### src/rtl/dcc_layer_scheduler.sv
// Time-multiplexed signed 8x8 MAC across NUM_LAYERS dilated causal conv layers (dilation 2^l).
// Optional residual path per layer: define WAVENET_RESIDUAL_EN.
module dcc_layer_scheduler #(
    parameter int NUM_LAYERS  = 4,
    parameter int KERNEL_SIZE = 3,
    parameter int ACC_W       = 20
) (
    input  logic                                        clk,
    input  logic                                        reset,
    input  logic                                        in_valid,
    output logic                                        in_ready,
    input  logic [7:0]                                  in_data,
    output logic                                        out_valid,
    input  logic                                        out_ready,
    output logic [7:0]                                  out_data,
    input  logic                                        coef_we,
    input  logic [$clog2(NUM_LAYERS*KERNEL_SIZE)-1:0]   coef_addr,
    input  logic [7:0]                                  coef_data,
    output logic                                        busy
);

    localparam int NC   = NUM_LAYERS * KERNEL_SIZE;
    localparam int CW   = $clog2(NC);
    localparam int SPAN = (2 ** (NUM_LAYERS - 1)) * (KERNEL_SIZE - 1) + 1;
    localparam int HW   = $clog2(SPAN);
    localparam int HD   = 2 ** HW;
    localparam int LW   = (NUM_LAYERS > 1) ? $clog2(NUM_LAYERS) : 1;
    localparam int KW   = (KERNEL_SIZE > 1) ? $clog2(KERNEL_SIZE) : 1;

    localparam logic signed [ACC_W-1:0] SAT_HI = ACC_W'(127);
    localparam logic signed [ACC_W-1:0] SAT_LO = -ACC_W'(128);

    typedef enum logic [2:0] {IDLE, LOAD, MAC, SAT, OUT} state_t;

    state_t                   state_r;
    logic [LW-1:0]            l_r;
    logic [KW-1:0]            k_r;
    logic [HW-1:0]            ptr_r;
    logic signed [ACC_W-1:0]  acc_r;
    logic [7:0]               x_r;
    logic [7:0]               hist_r [NUM_LAYERS][HD];
    logic [7:0]               coef_r [NC];
    logic [7:0]               out_data_r;
    logic                     out_valid_r;
    logic                     in_ready_r;
    logic                     busy_r;

    logic [HW-1:0]            tap_idx_s;
    logic [CW-1:0]            coef_idx_s;
    logic signed [7:0]        tap_smp_s;
    logic signed [7:0]        tap_coef_s;
    logic signed [15:0]       prod_s;
    logic signed [ACC_W-1:0]  sat_in_s;
    logic [7:0]               y_s;

    function automatic logic [7:0] sat8(input logic signed [ACC_W-1:0] v);
        logic [7:0] r;
        if (v >= SAT_HI) begin
            r = 8'h7f;
        end else if (v <= SAT_LO) begin
            r = 8'h80;
        end else begin
            r = v[7:0];
        end
        return r;
    endfunction

    // Tap addressing, product and saturation for the current layer/tap
    always_comb begin
        tap_idx_s  = ptr_r - (HW'(k_r) << l_r);
        coef_idx_s = CW'(l_r) * CW'(KERNEL_SIZE) + CW'(k_r);
        tap_smp_s  = hist_r[l_r][tap_idx_s];
        tap_coef_s = coef_r[coef_idx_s];
        prod_s     = tap_smp_s * tap_coef_s;
`ifdef WAVENET_RESIDUAL_EN
        sat_in_s   = acc_r + {{(ACC_W-8){x_r[7]}}, x_r};
`else
        sat_in_s   = acc_r;
`endif
        y_s        = sat8(sat_in_s);
    end

    // Sequencing FSM, history, coefficient file and registered outputs
    always_ff @(posedge clk or posedge reset) begin
        if (reset) begin
            state_r     <= IDLE;
            l_r         <= LW'(0);
            k_r         <= KW'(0);
            ptr_r       <= HW'(0);
            acc_r       <= ACC_W'(0);
            x_r         <= 8'h00;
            out_data_r  <= 8'h00;
            out_valid_r <= 1'b0;
            in_ready_r  <= 1'b1;
            busy_r      <= 1'b0;
            for (int l = 0; l < NUM_LAYERS; l++) begin
                for (int i = 0; i < HD; i++) begin
                    hist_r[l][i] <= 8'h00;
                end
            end
            for (int i = 0; i < NC; i++) begin
                coef_r[i] <= 8'((i % KERNEL_SIZE) + 1);
            end
        end else begin
            case (state_r)
                IDLE: begin
                    // a write in the accept cycle lands before the sample is used
                    if (coef_we && ({1'b0, coef_addr} < (CW+1)'(NC))) begin
                        coef_r[coef_addr] <= coef_data;
                    end
                    if (in_valid && in_ready_r) begin
                        x_r        <= in_data;
                        l_r        <= LW'(0);
                        in_ready_r <= 1'b0;
                        busy_r     <= 1'b1;
                        state_r    <= LOAD;
                    end
                end
                LOAD: begin
                    hist_r[l_r][ptr_r] <= x_r;
                    acc_r              <= ACC_W'(0);
                    k_r                <= KW'(0);
                    state_r            <= MAC;
                end
                MAC: begin
                    acc_r <= acc_r + {{(ACC_W-16){prod_s[15]}}, prod_s};
                    if (k_r == KW'(KERNEL_SIZE - 1)) begin
                        state_r <= SAT;
                    end else begin
                        k_r <= k_r + KW'(1);
                    end
                end
                SAT: begin
                    if (l_r == LW'(NUM_LAYERS - 1)) begin
                        out_data_r  <= y_s;
                        out_valid_r <= 1'b1;
                        state_r     <= OUT;
                    end else begin
                        x_r     <= y_s;
                        l_r     <= l_r + LW'(1);
                        state_r <= LOAD;
                    end
                end
                OUT: begin
                    if (out_ready) begin
                        out_valid_r <= 1'b0;
                        ptr_r       <= ptr_r + HW'(1);
                        in_ready_r  <= 1'b1;
                        busy_r      <= 1'b0;
                        state_r     <= IDLE;
                    end
                end
                default: begin
                    out_valid_r <= 1'b0;
                    in_ready_r  <= 1'b1;
                    busy_r      <= 1'b0;
                    state_r     <= IDLE;
                end
            endcase
        end
    end

    assign in_ready  = in_ready_r;
    assign out_valid = out_valid_r;
    assign out_data  = out_data_r;
    assign busy      = busy_r;

endmodule
### config.mk
export PLATFORM = sky130hd
export DESIGN_NAME = dcc_layer_scheduler
export DESIGN_NICKNAME = d
export VERILOG_FILES = /design/src/rtl/dcc_layer_scheduler.sv
export SDC_FILE = /design/constraint.sdc
export NUM_CORES = 2
export LEC_CHECK = 0
export BUFFER_PORTS_ARGS = -buffer_cell sky130_fd_sc_hd__buf_2
export CORE_MARGIN = 3
export CORE_UTILIZATION = 52
export DETAILED_ROUTE_END_ITERATION = 10
export GPL_TIMING_DRIVEN = 0
export PLACE_DENSITY = 0.76
export SLEW_MARGIN = 10
export SYNTH_ARGS = -nofsm -noshare
export SYNTH_HDL_FRONTEND = slang
export SYNTH_SLANG_ARGS = --single-unit
### constraint.sdc
create_clock -name clk -period 80.9 [get_ports clk]
set_input_delay 20.225 -clock clk [delete_from_list [all_inputs] [get_ports clk]]
set_output_delay 20.225 -clock clk [all_outputs]
set_load 0.03 [all_outputs]
==> run summary <==
Outcome
- completed — status

Floorplan
- 0.115 mm² — die outline area
- 0.109 mm² — area of the placeable core
- 52.6% — starting density of the core
- 36 — Top-Level Pins
- 121 — row count
- 338 µm — Die Height
- 338 µm — die width

Synthesis
- 100% — async set-or-reset flop fraction in the synthesized netlist
- 3,980 — number of nets produced by synthesis
- 0 — count of yosys warnings during synthesis
- 15.0 µm² — average size of a mapped cell
- 51.0% — sequential cell area fraction in the yosys report
- sky130_fd_sc_hd__dfrtp_1 — most common flop cell mapped by yosys
- 0 — count of flip-flops with a built-in enable after synthesis
- 0.0575 mm² — total standard cell area after synthesis
- 3,831 — Syn Inst Count
- 59 — number of unique standard cell types used by synthesis
- 1,171 — register bit count reported by yosys

Critical path
- async pin — endpoint kind of the worst setup timing path
- sky130_fd_sc_hd__buf_16 — Critical Path Slowest Stage Cell
- buffers and inverters — critical path's top delay family
- 6 — Worst Path Buf+Inv
- 116 — maximum fanout encountered on the critical timing path
- primary input — Worst setup SP type
- 81.70 ns — critical path data required time
- in -> async — Crit Path Class
- 22.62 ns — Arrival @ worst endpoint
- sky130_fd_sc_hd__buf_16 — cell repeated most along the worst path
- 0.46 ns — maximum single-stage delay on the critical path
- buf_2 > inv_8 > buf_16 > buf_16 > buf_16 > buf_16 — critical-path cell list

CTS
- 3 — clock tree buffer depth
- 0 — Resize count post-CTS
- 0.74 ns — clock network latency to the later pin of the worst-skew pair
- 0.07 ns — Worst-path clk slew
- 0 — number of hold buffers added after CTS
- 117 — TritonCTS Buffers
- sky130_fd_sc_hd__clkbuf_16 — buffer type at the clock tree root
- 0 — post-CTS repair timing setup buffer count
- done — CTS tree
- 1,171 — number of sinks handled by clock tree synthesis
- 3 — count of H-tree levels built during CTS

Layout
- 4,145 — Post-layout nets
- 45.2% — layout cell share with drive strength beyond 1
- 0 — number of diodes added for antenna fixing
- 5,573 — number of non-filler instances in the completed layout
- 8,395 — Fillers
- 1,154 x sky130_fd_sc_hd__dfrtp_1, 1,143 x sky130_fd_sc_hd__mux2_2, 344 x sky130_fd_sc_hd__mux4_2 — commonest cells after routing, fill and taps aside
- sky130_fd_sc_hd__dfrtp_1 — most common cell after layout, fill and taps aside
- 58.5% — fin util
- 11.2% — area added between synthesis and finish
- 0.0639 mm² — final std cell area, no fill

Routing
- 6.48 — via density per instance
- 67,700 µm — met1 layer wirelength in the final routing
- 0 — Antenna Violating Nets Remaining
- 167,000 µm — wirelength, routed
- 4,133 — violation count after the first detailed-route iteration
- 17,100 µm — wire length on met3
- 6 — First-pass DRT Iterations
- 30.0 µm — wire per inst
- 36,100 — total number of vias
- met4 — top metal layer carrying routed signals
- 73,400 µm — Met2 Wirelength
- 0 — DRC violation count after routing

Global routing
- 37,200 — number of global-route vias before repair
- 0 — residual overflow from global routing
- 8 — number of antenna violations at the first check in global routing
- 118 — pin count of the biggest net entering global routing
- 29.3% — Total GRT Usage
- 249,000 µm — first-pass GRT wire length

Timing
- 0 — final max-slew violation count
- 0 — number of hold violations in the final report
- 0.0552 ns — worst clock skew
- 0.494 ns — Worst Hold Margin
- 0 ns — total negative slack for setup checks
- 21.82 ns — time the final worst path needs with I/O delays and setup
- 27.0% — final worst path period share
- false — unrepaired setup endpoints after global routing
- 0 — final setup fails
- 1.30 ns — pin slew with the least headroom to its limit
- 45.8 MHz — maximum operating frequency
- 13.6% — headroom to the max-slew limit

Pwr
- 0.0302 µW — static leakage power
- 0.0468 mV — IR Drop Worst-Case VDD
- 38.6 mW/mm² — Power per Cell Area

Placed design
- 0.952 — gpl congestion
- 117,000 µm — DPL Wire Length
- 0.0598 mm² — Post-DP Area
- 35 — number of port buffers
- 5,353 — Placed Cells

Run
- 0 — MaxCap Viol Count

Worst hold path
- reg -> reg — worst hold path class

==> stage by stage <==
step / setup slack, ns / total power (µW)
finish: 59.08 / 2470
CTS: 58.94 / 2460
floorplan: 27.72 / 1520
detailed placement: 58.21 / 1880
global route: 58.70 / 2600
global placement: 15.50 / 1860
==> power breakdown <==
group	switching (µW)	internal [µW]	total [µW]
Clock	242	332	574
Combinational	774	443	1220
Sequential	32.4	644	676
Total	1050	1420	2470
==> cells in the mapped netlist (39+ instances only) <==
cell                       instances  area (µm²)
sky130_fd_sc_hd__nor2_1          138         518
sky130_fd_sc_hd__inv_1           100         375
sky130_fd_sc_hd__a22oi_1          43         323
sky130_fd_sc_hd__clkbuf_1        175         657
sky130_fd_sc_hd__o21ai_0          51         255
sky130_fd_sc_hd__buf_2            39         195
sky130_fd_sc_hd__a21oi_1          48         240
sky130_fd_sc_hd__o21ai_1          44         220
sky130_fd_sc_hd__ha_1             64         801
sky130_fd_sc_hd__fa_1             60        1200
sky130_fd_sc_hd__mux4_2          344        7750
sky130_fd_sc_hd__dfrtp_1        1154       28900
sky130_fd_sc_hd__nand2_1         135         507
sky130_fd_sc_hd__mux2_2         1143       12900
==> registers in the layout (all words and copies together) (netlist names) <==
| name | flops |
|---|---|
| acc_r | 20 |
| out_valid | 1 |
| state_r | 3 |
| l_r | 2 |
| in_ready | 1 |
| hist_r | 1024 |
| busy | 1 |
| out_data | 8 |
| ptr_r | 5 |
| k_r | 2 |
| x_r | 8 |
| coef_r | 96 |
==> tightest hold or removal path: stages (launching register included) <==
cell                      delay [ns]
sky130_fd_sc_hd__dfrtp_1        0.35
sky130_fd_sc_hd__nand2_1        0.05
sky130_fd_sc_hd__o21ai_0        0.06
==> kinds of logic (layout without fill, tap and decap cells) <==
group	count (synthesis)	count (layout)	synth area share [%]
buffers and inverters	351	617	2.72
DFF	1171	1171	51.0
AOI/OAI and AO/OA	266	266	3.09
and+or+nand+nor	371	371	2.84
muxes	1506	1506	36.2
xor gates and xnor gates	42	42	0.640
adders and majority gates	124	124	3.48
==> layout make-up <==
type / count / area [µm²] / share of cell area, %
Multi-Input combinational cell: 2309 / 26600 / 41.6
Clock inverter: 41 / 566 / 0.885
Sequential cell: 1171 / 29300 / 45.9
Clock buffer: 179 / 3540 / 5.54
Timing Repair Buffer: 46 / 478 / 0.748
Buffer: 251 / 1190 / 1.86
Inverter: 100 / 383 / 0.599
Tap cell: 1476 / 1850 / 2.89
==> path summary, 6_finish.rpt <==
path	cells past startpoint	from	end	slack, ns
max in group clk	5	coef_we	coef_r[26]	59.13
setup reg to reg	39	l_r[0]	acc_r[19]	68.65
hold reg to reg	2	out_data[7]	out_data[7]	0.49
min in group asynchronous	2	reset	hist_r[1012]	19.54
setup / recovery	6	reset	hist_r[421]	59.08
hold / removal	2	out_data[7]	out_data[7]	0.49
==> per-layer routing <==
metal  global-route usage [%]  vias up
li1                         -    14500
met2                     42.8     1911
met4                     14.3        0
met5                        0        -
met1                     41.2    19300
met3                     7.50      417
Note: power is estimated with default switching activity, not from simulation.
